File: src/rtl/ifu_fq_pkg.sv
// Shared types for the fetch unit: the fetch-queue entry and the request tag.
// Struct field widths are fixed here, so the top-level width parameters must keep their defaults.
package ifu_fq_pkg;

    localparam int XLEN_D      = 32;
    localparam int INSTR_LEN_D = 32;
    localparam int INSTR_BYTES = 4;

    typedef struct packed {
        logic [INSTR_LEN_D-1:0] instr;
        logic [XLEN_D-1:0]      pc;
        logic                   pred_taken;
    } fq_entry_t;

    typedef struct packed {
        logic              pred_taken;
        logic [XLEN_D-1:0] pc;
    } fetch_tag_t;

endpackage

File: src/rtl/ifu_fifo.sv
// Generic synchronous FIFO with flush; push while full is accepted only together with a pop.
module ifu_fifo #(
    parameter int WIDTH = 8,
    parameter int DEPTH = 4
) (
    input  logic                       clk,
    input  logic                       rst,
    input  logic                       i_flush,
    input  logic                       i_push,
    input  logic [WIDTH-1:0]           i_data,
    input  logic                       i_pop,
    output logic [WIDTH-1:0]           o_data,
    output logic [$clog2(DEPTH+1)-1:0] o_count,
    output logic                       o_full,
    output logic                       o_empty
);
    localparam int PW = $clog2(DEPTH);
    localparam int CW = $clog2(DEPTH+1);

    logic [WIDTH-1:0] r_mem [DEPTH];
    logic [PW-1:0]    r_wr;
    logic [PW-1:0]    r_rd;
    logic [CW-1:0]    r_cnt;
    logic             w_do_push;
    logic             w_do_pop;

    assign o_empty   = (r_cnt == '0);
    assign o_full    = (r_cnt == CW'(DEPTH));
    assign o_count   = r_cnt;
    assign w_do_pop  = i_pop && !o_empty;
    assign w_do_push = i_push && (!o_full || w_do_pop);
    // Head reads zero while empty so downstream sees clean fields.
    assign o_data    = o_empty ? '0 : r_mem[r_rd];

    always_ff @(posedge clk) begin
        if (rst || i_flush) begin
            r_wr  <= '0;
            r_rd  <= '0;
            r_cnt <= '0;
        end else begin
            if (w_do_push) r_wr <= r_wr + PW'(1);
            if (w_do_pop)  r_rd <= r_rd + PW'(1);
            r_cnt <= r_cnt + CW'(w_do_push) - CW'(w_do_pop);
        end
    end

    always_ff @(posedge clk) begin
        if (w_do_push) r_mem[r_wr] <= i_data;
    end

endmodule

File: src/rtl/ifu_fq.sv
// Instruction fetch unit: predictor-steered PC, credit-limited outstanding requests,
// a registered fetch queue, and drop counting of stale responses after a redirect.
module ifu_fq import ifu_fq_pkg::*; #(
    parameter int XLEN      = XLEN_D,
    parameter int INSTR_LEN = INSTR_LEN_D,
    parameter int ADDR_W    = 16,
    parameter int FQ_DEPTH  = 4,
    parameter int MAX_OUT   = 2
) (
    input  logic                 clk,
    input  logic                 rst,
    input  logic [XLEN-1:0]      reset_vector,
    output logic                 mem_req_valid,
    input  logic                 mem_req_ready,
    output logic [ADDR_W-1:0]    mem_req_addr,
    output logic [XLEN:0]        mem_req_tag,
    input  logic                 mem_rsp_valid,
    input  logic [INSTR_LEN-1:0] mem_rsp_data,
    input  logic [XLEN:0]        mem_rsp_tag,
    output logic [XLEN-1:0]      pred_pc,
    input  logic                 pred_taken,
    input  logic [XLEN-1:0]      pred_target,
    input  logic                 redirect_valid,
    input  logic [XLEN-1:0]      redirect_pc,
    output logic                 instr_valid,
    input  logic                 instr_ready,
    output logic [INSTR_LEN-1:0] instr,
    output logic [XLEN-1:0]      instr_pc,
    output logic                 instr_pred_taken
);
    localparam int OW = $clog2(MAX_OUT+1);
    localparam int CW = $clog2(FQ_DEPTH+1);
    localparam int SW = $clog2(MAX_OUT+FQ_DEPTH+1);

    logic [XLEN-1:0] r_pc;
    logic [OW-1:0]   r_out;
    logic [OW-1:0]   r_drop;
    logic [CW-1:0]   w_fq_count;
    logic [SW-1:0]   w_credit;
    logic            w_fire;
    logic            w_push;
    logic            w_pop;
    logic            w_fq_full;
    logic            w_fq_empty;
    fetch_tag_t      w_rsp_tag;
    fq_entry_t       w_push_entry;
    fq_entry_t       w_head;

    // Reserving an FQ slot per outstanding request means responses never need backpressure.
    assign w_credit      = SW'(r_out) + SW'(w_fq_count);
    assign mem_req_valid = !rst && !redirect_valid && (r_out < OW'(MAX_OUT))
                           && (w_credit < SW'(FQ_DEPTH));
    assign w_fire        = mem_req_valid && mem_req_ready;
    assign mem_req_addr  = r_pc[ADDR_W-1:0];
    assign mem_req_tag   = {pred_taken, r_pc};
    assign pred_pc       = r_pc;

    assign w_rsp_tag    = mem_rsp_tag;
    assign w_push       = mem_rsp_valid && !redirect_valid && (r_drop == '0);
    assign w_pop        = instr_valid && instr_ready && !redirect_valid;
    assign w_push_entry = '{instr: mem_rsp_data, pc: w_rsp_tag.pc, pred_taken: w_rsp_tag.pred_taken};

    always_ff @(posedge clk) begin
        if (rst) begin
            r_pc   <= reset_vector;
            r_out  <= '0;
            r_drop <= '0;
        end else begin
            if (redirect_valid)
                r_pc <= redirect_pc;
            else if (w_fire)
                r_pc <= pred_taken ? pred_target : r_pc + XLEN'(INSTR_BYTES);
            r_out <= r_out + OW'(w_fire) - OW'(mem_rsp_valid);
            // Everything still in flight after a redirect is stale, including already-doomed requests.
            if (redirect_valid)
                r_drop <= r_out - OW'(mem_rsp_valid);
            else if (mem_rsp_valid && (r_drop != '0))
                r_drop <= r_drop - OW'(1);
        end
    end

    ifu_fifo #(
        .WIDTH ($bits(fq_entry_t)),
        .DEPTH (FQ_DEPTH)
    ) u_fq (
        .clk     (clk),
        .rst     (rst),
        .i_flush (redirect_valid),
        .i_push  (w_push),
        .i_data  (w_push_entry),
        .i_pop   (w_pop),
        .o_data  (w_head),
        .o_count (w_fq_count),
        .o_full  (w_fq_full),
        .o_empty (w_fq_empty)
    );

    assign instr_valid      = !w_fq_empty;
    assign instr            = w_head.instr;
    assign instr_pc         = w_head.pc;
    assign instr_pred_taken = w_head.pred_taken;

    a_no_overflow: assert property (@(posedge clk) disable iff (rst)
        !(w_push && w_fq_full && !w_pop));
    a_rsp_has_req: assert property (@(posedge clk) disable iff (rst)
        mem_rsp_valid |-> (r_out != '0));
    a_drop_le_out: assert property (@(posedge clk) disable iff (rst)
        r_drop <= r_out);

endmodule

File: config.mk
export PLATFORM = sky130hd
export DESIGN_NAME = ifu_fq
export DESIGN_NICKNAME = d
export VERILOG_FILES = /design/src/rtl/ifu_fq_pkg.sv /design/src/rtl/ifu_fifo.sv /design/src/rtl/ifu_fq.sv
export SDC_FILE = /design/constraint.sdc
export NUM_CORES = 1
export LEC_CHECK = 0
export CORE_MARGIN = 5
export CORE_UTILIZATION = 45
export DETAILED_ROUTE_END_ITERATION = 10
export PLACE_DENSITY = 0.82
export REMOVE_ABC_BUFFERS = 1
export SLEW_MARGIN = 40
export SYNTH_ARGS = -nofsm -noshare
export SYNTH_HDL_FRONTEND = slang
export SYNTH_HIERARCHICAL = 1
export SYNTH_SLANG_ARGS = --single-unit
File: constraint.sdc
create_clock -name clk -period 3.46 [get_ports clk]
set_input_delay 0.346 -clock clk [delete_from_list [all_inputs] [get_ports clk]]
set_output_delay 0.346 -clock clk [all_outputs]
set_load 0.1 [all_outputs]
==> flow_summary_export.csv, run 1 <==
group,metric,value,unit
drt,first_pass_iters,5,
drt,wl,33300,microns
cts,cts_max_level,1,
power,p_per_area,544,nW/um^2
cts,post_cts_buffers,0,
hold_path,worstHoldPathCells,2,
place,pre_cts_slack,0.598,ns
grt,grtUsageTotal,19.3,%
power,total_power,9.34,mW
cts,cts.path.max_buffers,3,
cells_and_area,n_fill_cell,2250,
sta,rsz0062_at_grt,"false",
critical_path,r2r_setup_slack,1.01,ns
cells_and_area,post-route-cell-area,17200,sq um
sta,setup_slack,0.550,ns
cts,clk_pin_slew,0.06,ns
sta,fin_worst_skew,0.0159,ns
die,die_area,33400,sq um
grt,grt_overflow,0,
cts,clock-root-buffer,"clkbuf_16",
sta,final-setup-viol-count,0,
cts,clk_latency,0.56,ns
power,peakVddDrop,0.364,mV
die,pin_count,316,
drt,via_per_inst,5.48,
sta,timing.hold.ws,0.382,ns
cells_and_area,num_antenna_cells,0,
grt,grt_max_degree,67,
cells_and_area,drive_gt1_share,26.6,%
synth,avgSynthCellArea,16.5,sq um
cts,ctsHoldBuffers,0,
grt,grt_pass1_vias,8614,
die,start_util,45.4,%
synth,mappedNetlistArea,13400,sq um
sta,relSlewSlack,50.7,%
critical_path,worst_r2r_endpoint,"u_fq/r_mem[0][39]$_DFFE_PP_",
cells_and_area,multi_input_area,3750,sq um
critical_path,cp_data_arrival_time,2.56,ns
critical_path,start_kind,"flip-flop",
sta,finalCritPeriodShare,84.1,%
drt,drt_iter0_markers,594,
sta,clock.fmax,344,MHz
hold_path,worstHoldEndpoint,"pred_pc[12]$_DFFE_PP_",
critical_path,required,3.11,ns
place,place_hpwl,23600,microns
place,port_buffers,315,
sta,worst_pin_slew,0.739,ns
die,fp.dieW,183,microns
cells_and_area,finish.utilization,58.0,%
cells_and_area,final_common_cell,"edfxtp_1",
synth,synthCells,814,
cts,cts_resized,0,
critical_path,r2r_start,"u_fq/o_count[1]$_SDFF_PP0_",
cells_and_area,final_nets,1270,
critical_path,critPathKind,"reg2out",
sta,min_period,2.91,ns
die,row_count,63,
critical_path,ff2ff_path_depth,7,
cts,cts_buffers,31,
drt,ant_nets,0,
grt,antenna_found_initial,4,
critical_path,worst-path-max-fanout,21,
drt,detail_route.wl_per_cell,22.2,microns
cells_and_area,area_growth,27.7,%
grt,grt_pass1_wl,50200,microns
hold_path,hold_start,"rst",
place,dpl_cell_area,16200,sq um
cells_and_area,ff_latch_area,9040,sq um
run,drv_cap,0,
synth,ys_warn_count,6,
cts,clkSinkCount,305,
die,core_area,29600,sq um
status,status,"completed",
cells_and_area,mostFrequentLayoutCells,"edfxtp_1, clkdlybuf4s50_1, buf_4",
die,dieHeight,183,microns
critical_path,cp-end-kind,"output pin",
drt,drc,0,
sta,hold_viol,0,
hold_path,min_path_type,"in2reg",
sta,final_max_slew_viol_count,0,
place,place_congestion,0.894,
power,p_leak,5.86,nW
drt,vias,8228,
cts,cts_tree,"yes",
## worst max-delay path: stages (launching register included)
cell and delay (ns):
dfxtp_4 0.63, buf_4 0.36, mux4_2 0.54, nor2b_1 0.17, buf_4 0.28
## registers in the layout (all words and copies together) (netlist names), named ones only
name / count
pred_pc: 32
u_fq/r_mem: 260
u_fq/r_wr: 2
r_drop: 2
u_fq/o_count: 3
r_out: 2
u_fq/r_rd: 2
## layout make-up
| type | instances | area share, % |
|---|---|---|
| repair buffers | 334 | 16.4 |
| clock inverters | 15 | 1.12 |
| flip-flops and latches | 305 | 52.7 |
| clock buffers | 40 | 4.72 |
| multi-input cells | 399 | 21.8 |
| well taps | 390 | 2.84 |
| inverters | 19 | 0.416 |
## metrics by stage
stage	std cells	setup TNS [ns]
after floorplan	723	-497.26
final	1502	0
after detailed placement	1447	0
after global routing	1502	0
after global placement	1442	0
after CTS	1502	0
## worst max path at each step
stage,startpoint,end,cells past startpoint
after floorplan,flip-flop,instr[0],2
after global placement,redirect_valid,u_fq/o_count[2]$_SDFF_PP0_,11
after detailed placement,redirect_valid,u_fq/r_mem[0][33]$_DFFE_PP_,7
after CTS,flip-flop,instr_pc[11],4
after global routing,flip-flop,instr_pc[11],4
final,flip-flop,instr_pc[11],4
## power breakdown
group | switching (mW) | internal (mW) | leakage [nW] | total [mW]
sequential | 0.118 | 4.17 | 2.80 | 4.29
combinational | 1.34 | 0.429 | 2.58 | 1.76
clock | 1.34 | 1.95 | 0.485 | 3.29
total | 2.79 | 6.55 | 5.86 | 9.34
## layer usage
layer  vias up  GRT usage [%]  wire, microns
met5         -              0             55
met4         8           5.61            994
met3        66           5.12           2980
met2       417           33.2          16800
met1      4057           24.3          12500
li1       3680              -              -
Power figures use the tool's default switching activity.
==> run 2, diff against run 1 <==
--- a/config.mk
+++ b/config.mk
@@ -6,9 +6,9 @@
 export NUM_CORES = 1
 export LEC_CHECK = 0
 export CORE_MARGIN = 5
-export CORE_UTILIZATION = 45
+export CORE_UTILIZATION = 50
 export DETAILED_ROUTE_END_ITERATION = 10
-export PLACE_DENSITY = 0.82
+export PLACE_DENSITY = 0.86
 export REMOVE_ABC_BUFFERS = 1
 export SLEW_MARGIN = 40
 export SYNTH_ARGS = -nofsm -noshare
==> constraint.sdc (replaced) <==
create_clock -name clk -period 2.8 [get_ports clk]
set_input_delay 0.28 -clock clk [delete_from_list [all_inputs] [get_ports clk]]
set_output_delay 0.28 -clock clk [all_outputs]
set_load 0.1 [all_outputs]
==> run 2 against run 1 <==
  * Flip-flop and latch count did not move
  * Die area fell by 9.5%
  * Largest power group unchanged
  * Clock-buffer cell count fell by 5
  * Highest routed layer unchanged
==> flow_summary_export.csv, run 2 (synthesis results as in run 1) <==
group,metric,value,unit
sta,worst_pin_slew,0.694,ns
cells_and_area,drive_gt1_share,27.8,%
die,dieHeight,174,microns
cts,clk_pin_slew,0.07,ns
place,pre_cts_slack,0.171,ns
place,place_hpwl,25200,microns
die,die_area,30200,sq um
critical_path,cp_data_arrival_time,2.32,ns
hold_path,min_path_type,"in2reg",
cts,cts_tree,"yes",
sta,fin_worst_skew,0.0208,ns
cts,ctsHoldBuffers,0,
cts,cts_resized,0,
sta,finalCritPeriodShare,93.0,%
status,status,"completed",
drt,ant_nets,0,
cts,cts.path.max_buffers,3,
run,drv_cap,0,
die,start_util,50.3,%
hold_path,worstHoldPathCells,3,
sta,setup_slack,0.196,ns
drt,first_pass_iters,5,
grt,gr-max-usage-layer,"met2",
cts,cts_max_level,1,
cts,cts_buffers,30,
grt,grt_max_degree,66,
critical_path,required,2.52,ns
cells_and_area,multi_input_area,3750,sq um
drt,detail_route.wl_per_cell,24.5,microns
drt,drt_iter0_markers,750,
drt,via_per_inst,5.75,
die,row_count,60,
power,p_leak,6.19,nW
power,peakVddDrop,0.500,mV
critical_path,ff2ff_path_depth,11,
critical_path,r2r_start,"u_fq/o_count[0]$_SDFF_PP0_",
grt,grt_overflow,0,
hold_path,worstHoldEndpoint,"r_out[1]$_SDFF_PP0_",
place,place_congestion,0.947,
place,port_buffers,315,
cts,clock-root-buffer,"clkbuf_16",
critical_path,start_kind,"flip-flop",
critical_path,r2r_setup_slack,0.43,ns
die,pin_count,316,
grt,use_met3,3.89,%
critical_path,worst_r2r_endpoint,"u_fq/o_count[2]$_SDFF_PP0_",
power,total_power,11.7,mW
sta,rsz0062_at_grt,"false",
cells_and_area,largest_register,"u_fq/r_mem",
cells_and_area,largest_reg_flops,260,
cells_and_area,final_common_cell,"edfxtp_1",
cells_and_area,mostFrequentLayoutCells,"edfxtp_1, clkdlybuf4s50_1, buf_4",
critical_path,critPathKind,"reg2out",
drt,wl,36000,microns
sta,final-setup-viol-count,0,
die,core_area,26700,sq um
drt,vias,8448,
cts,clk_latency,0.54,ns
cells_and_area,n_fill_cell,1704,
cells_and_area,area_growth,36.2,%
grt,grt_pass1_vias,8878,
sta,final_max_slew_viol_count,0,
sta,relSlewSlack,53.7,%
sta,min_period,2.60,ns
grt,use_met1,28.5,%
hold_path,hold_start,"rst",
drt,drc,0,
grt,antenna_found_initial,5,
cts,clkSinkCount,305,
cells_and_area,ff_latch_area,9040,sq um
cells_and_area,final_nets,1282,
die,fp.dieW,174,microns
sta,hold_viol,0,
critical_path,worst-path-max-fanout,36,
sta,clock.fmax,384,MHz
grt,grt_use_met2,41.1,%
critical_path,cp-end-kind,"output pin",
grt,grt_pass1_wl,53300,microns
power,p_per_area,639,nW/um^2
grt,grtUsageTotal,22.9,%
-- run 2: critical path, cell delays in order (launching register included) --
cell     delay, ns
dfxtp_4       0.66
buf_12        0.30
mux4_2        0.38
nor2b_1       0.18
buf_12        0.21
-- run 2: how the worst max path moves through the flow --
stage | to | from | slack (ns)
after floorplan | u_fq/r_mem[0][0]$_DFFE_PP_ | u_fq/o_count[1]$_SDFF_PP0_ | -2.14
after global placement | u_fq/o_count[2]$_SDFF_PP0_ | redirect_valid | 0.21
after detailed placement | u_fq/o_count[2]$_SDFF_PP0_ | redirect_valid | 0.17
after CTS | instr[4] | flip-flop | 0.03
after global routing | mem_req_valid | u_fq/o_count[1]$_SDFF_PP0_ | 0.07
final | instr[15] | flip-flop | 0.20
-- run 2: routing by layer --
metal | share of wire, % | up-vias | routed length, microns
met1 | 37 | 4205 | 13300
met5 | 0.064 | - | 23
li1 | - | 3698 | -
met3 | 7.3 | 67 | 2640
met4 | 2.9 | 4 | 1030
met2 | 53 | 474 | 19000
-- run 2: repair_timing --
action,CTS,global route
endpoints found under the hold margin,0,0
setup buffers,0,1
setup endpoints to repair,0,29
-- run 2: layout make-up --
| cell class | count | share of cell area [%] |
|---|---|---|
| Sequential cell | 305 | 49.4 |
| Timing Repair Buffer | 347 | 21.9 |
| Multi-Input combinational cell | 399 | 20.5 |
| Clock buffer | 35 | 4.32 |
| Tap cell | 341 | 2.33 |
| Clock inverter | 21 | 1.14 |
| Inverter | 19 | 0.390 |
| Antenna cell | 3 | 0.0410 |
-- run 2: where the power goes --
part | leakage (nW) | internal, mW | total [mW] | switching (mW)
logic | 2.91 | 0.678 | 2.36 | 1.68
clock network | 0.482 | 2.38 | 4.02 | 1.64
registers | 2.80 | 5.15 | 5.30 | 0.151
total | 6.19 | 8.21 | 11.7 | 3.47
-- run 2: stage by stage --
step / utilization (%) / hold WS, ns / instances / setup TNS (ns) / area [sq um]
after global placement: 64.6 / 0.524 / 1410 / 0 / 17300
final: 68.4 / 0.260 / 1470 / 0 / 18300
after detailed placement: 64.6 / 0.530 / 1410 / 0 / 17300
after floorplan: - / 0.352 / 723 / -732.70 / 12800
after CTS: 68.3 / 0.245 / 1466 / 0 / 18300
after global routing: 68.4 / 0.271 / 1470 / 0 / 18300
